===== src/rtl/part1_mac.sv =====
// Signed multiply-accumulate: one registered operand stage, then a running sum
// that advances only on qualified products and otherwise holds.
module part1_mac #(
    parameter int IN_W  = 10,
    parameter int OUT_W = 20
) (
    input  logic             clk,
    input  logic             reset,
    input  logic [IN_W-1:0]  a,
    input  logic [IN_W-1:0]  b,
    input  logic             valid_in,
    output logic [OUT_W-1:0] f,
    output logic             valid_out
);

    logic signed [IN_W-1:0]  a_q, b_q;
    logic                    en_q;
    logic signed [OUT_W-1:0] f_q, f_d;
    logic                    vld_q;
    logic signed [OUT_W-1:0] a_x, b_x, prod;

    // Sign-extend before multiplying so the full product lands in OUT_W bits.
    assign a_x  = OUT_W'(a_q);
    assign b_x  = OUT_W'(b_q);
    assign prod = a_x * b_x;

    always_comb begin
        f_d = f_q;
        if (en_q) f_d = f_q + prod;
    end

    always_ff @(posedge clk or negedge reset) begin
        if (!reset) begin
            a_q   <= '0;
            b_q   <= '0;
            en_q  <= 1'b0;
            f_q   <= '0;
            vld_q <= 1'b0;
        end else begin
            a_q   <= a;
            b_q   <= b;
            en_q  <= valid_in;
            f_q   <= f_d;
            vld_q <= en_q;
        end
    end

    assign f         = f_q;
    assign valid_out = vld_q;

endmodule


===== config.mk =====
export PLATFORM = sky130hd
export DESIGN_NAME = part1_mac
export DESIGN_NICKNAME = d
export VERILOG_FILES = /design/src/rtl/part1_mac.sv
export SDC_FILE = /design/constraint.sdc
export NUM_CORES = 1
export LEC_CHECK = 0
export ABC_AREA = 1
export CORE_ASPECT_RATIO = 1.4
export CORE_MARGIN = 2
export CORE_UTILIZATION = 55
export CTS_CLUSTER_DIAMETER = 120
export DETAILED_ROUTE_END_ITERATION = 7
export HOLD_SLACK_MARGIN = 0.12
export PLACE_DENSITY_LB_ADDON = 0.12
export SYNTH_ARGS = -nofsm -noshare
export SYNTH_HDL_FRONTEND = slang
export SYNTH_SLANG_ARGS = --single-unit

===== constraint.sdc =====
create_clock -name clk -period 5.04 [get_ports clk]
set_input_delay 0.504 -clock clk [delete_from_list [all_inputs] [get_ports clk]]
set_output_delay 0.504 -clock clk [all_outputs]
set_load 0.1 [all_outputs]

==> key figures <==
Clocking
  – Reg clk slew, reported paths: 60 ps
  – CTS tree: yes
  – Clock latency on the worst-skew pair: 290 ps
  – Number of clock sinks: 42
  – Number of buffers created by CTS: 5
  – CTS root buf: clkbuf_16
  – H-Tree Depth: 2
  – Longest Clk Path Bufs: 2

Global route
  – Grt ovf: 0
  – Vias in the first global route: 5016
  – Met2 Usage GRT: 0.4735
  – First-pass GRT wire length: 23.18 mm
  – Global Route met3 Usage: 0.02733
  – Largest net degree at the start of global routing: 43
  – GR Layer Usage met1: 0.2860
  – Global route hottest layer: met2
  – GRT Util Overall: 0.2500
  – Initial antenna violation count: 0

Drt
  – Post-Route WL: 13.98 mm
  – Routed WL per cell: 15.03 um
  – Final ANT Viol Nets: 0
  – Vias per cell: 5.033
  – DRT Pass-1 Iters: 4
  – DR vias: 4681
  – Iteration-0 DRC Markers: 235
  – DRC Markers: 0

Logic synthesis
  – Avg Cell Area, Syn: 8.288 um^2
  – Syn nets: 934
  – Post-synth EDFFs: 0
  – Async S/R FF share, synth: 1.000
  – #FFs+latches synth: 42
  – Seq/Total Area, Yosys: 0.1695
  – Ranking of synthesized cells by area: fa_1 (35%), dfrtp_1 (17%), inv_1 (13%)
  – Cell taking the most area after synthesis: fa_1
  – Synthesized area: 6200 um^2
  – Distinct cells, synth: 31
  – Synth top area share: 0.3520
  – Top_reg_cell synth: dfrtp_1
  – Post-Synthesis Cells: 748
  – Yosys warns: 0

Floorplanning
  – Num rows: 45
  – Die ar.: 12150 um^2
  – Die width: 93.73 um
  – Initial Utilization: 0.5676
  – Core ar.: 10920 um^2
  – Io pins: 44
  – Die Ht: 129.6 um

Placement
  – PortBufs: 43
  – Placer Congestion: 0.9190
  – Pre-CTS WS: 128.0 ps
  – DP Area: 6783 um^2
  – HPWL after detailed placement: 11.90 mm

Setup path
  – Nature of the critical path endpoint: register
  – Critical path fanouts, max: 6
  – CP Launch Type: register
  – WP data required: 5230 ps
  – WS Path Type: register to register
  – Max incr delay on CP: 600 ps
  – Crit path DAT: 4970 ps
  – Reg2Reg Depth: 18
  – CP max stage cell: fa_1
  – Most used cell, CP: nand2_1
  – R2r setup slk: 260 ps
  – Critical R2R Capture: f[19]
  – Crit path cell chain: nand2_1 -> fa_2 -> inv_1 -> fa_1 -> inv_1 -> fa_1 -> fa_1 -> fa_1 -> inv_1 -> ha_1 -> nand2_1 -> nor2_2 -> nor3b_2 -> nand2_1 -> nand2_1 -> nand3_1 -> nand3_1 -> nand2_1
  – FF-to-FF Start: b_q[1]

Job
  – Max_cap viols: 0

Finish
  – Fraction of layout cells with a size suffix above 1: 0.07478
  – Design area: 6982 um^2
  – Area grow syn2layout: 12.61%
  – FILL cells: 969
  – Commonest non-fill, non-tap cell in the layout: inv_1
  – Antenna Cells: 0
  – Core Util, Final: 0.6392
  – Most frequent cells in the layout: inv_1 (211), nand2_1 (190), fa_1 (107)
  – # nets final: 974

STA
  – Final setup TNS: 0 ps
  – Setup violators final: 0
  – RSZ-0062 raised after global routing: false
  – Final period util: 0.9486
  – Worst slew margin: 0.3006
  – FMAX: 209.2 MHz
  – PnR worst setup slack: 259.3 ps
  – Min Tclk post-route: 4781 ps
  – Setup Skew: 4.125 ps
  – Worst-Margin Slew: 1049 ps
  – Final hold violation count: 0
  – Max-slew violations: 0

Outcome
  – Outcome: completed

Worst hold path
  – Hold WC Path Type: input port to asynchronous set/reset pin
-- timing repair --
| item | 4_1_cts | 5_1_grt |
|---|---|---|
| buffers inserted | 0 | 2 |
| endpoints found under the setup margin | 0 | 8 |
| hold buffers | 0 | 0 |
| resized for setup | 0 | 14 |
-- registers in the layout, summed over array words and instances, names as in the netlist --
name / cells
f: 20
a_q: 10
valid_out: 1
b_q: 10
en_q: 1
-- critical path: cells and delay by family (launching register included) --
family	cells	cell delay (ps)
adder cells (fa/ha/maj)	6	3020
buffers and inverters	3	280
flip-flops	1	450
AND/OR/NAND/NOR	9	930
-- cell usage after synthesis, drive strengths merged (2+ instances only) --
library cell  number
a21oi             18
buf                2
clkbuf            20
dfrtp             42
fa               109
ha                54
inv              213
nand2            200
nand3             21
nand3b             5
nor2              19
o21ai             21
or2                7
xnor2              7
xor2               2
-- cell type report --
| type | count | area [um^2] | area share |
|---|---|---|---|
| clock buffer | 7 | 142.6 | 0.02043 |
| clock inverter | 1 | 5.005 | 0.0007168 |
| inverter | 214 | 805.8 | 0.1154 |
| multi-input combinational | 470 | 4278 | 0.6127 |
| sequential | 42 | 1059 | 0.1516 |
| tap | 141 | 176.4 | 0.02527 |
| timing repair buffer | 55 | 515.5 | 0.07384 |
-- worst max path at each step --
stage / startpoint / end / depth (start not counted)
2_1_floorplan: b_q[2] / f[19] / 21
3_3_place_gp: b_q[9] / f[19] / 21
3_5_place_dp: b_q[4] / f[19] / 18
4_1_cts: b_q[4] / f[19] / 18
5_1_grt: b_q[1] / f[19] / 18
6_report: b_q[1] / f[19] / 18
-- routing by layer --
metal  up-vias  wire [um]
li1       2228          -
met1      2338       5185
met2        90       7933
met3        25        464
met4         0        393
met5         -          0
-- kinds of logic (layout without fill, tap and decap cells) --
group                    Yosys count  after routing  share of synthesized area
buffers and inverters            236            277                     0.1447
AO/OA/AOI/OAI                     42             42                    0.03613
adder cells (fa/ha/maj)          163            163                     0.4609
XOR/XNOR                           9              9                    0.01272
flip-flops                        42             42                     0.1695
AND/OR/NAND/NOR                  256            256                     0.1760
-- metrics by stage --
stage	cells	hold slack (ps)
floorplan	748	208.4
global placement	920	487.5
detailed placement	920	494.0
CTS	928	435.6
global route	930	474.6
finish	930	393.1
Power is not shown: default switching activity piles up to over one toggle a cycle in this logic, so the estimate is an artifact.
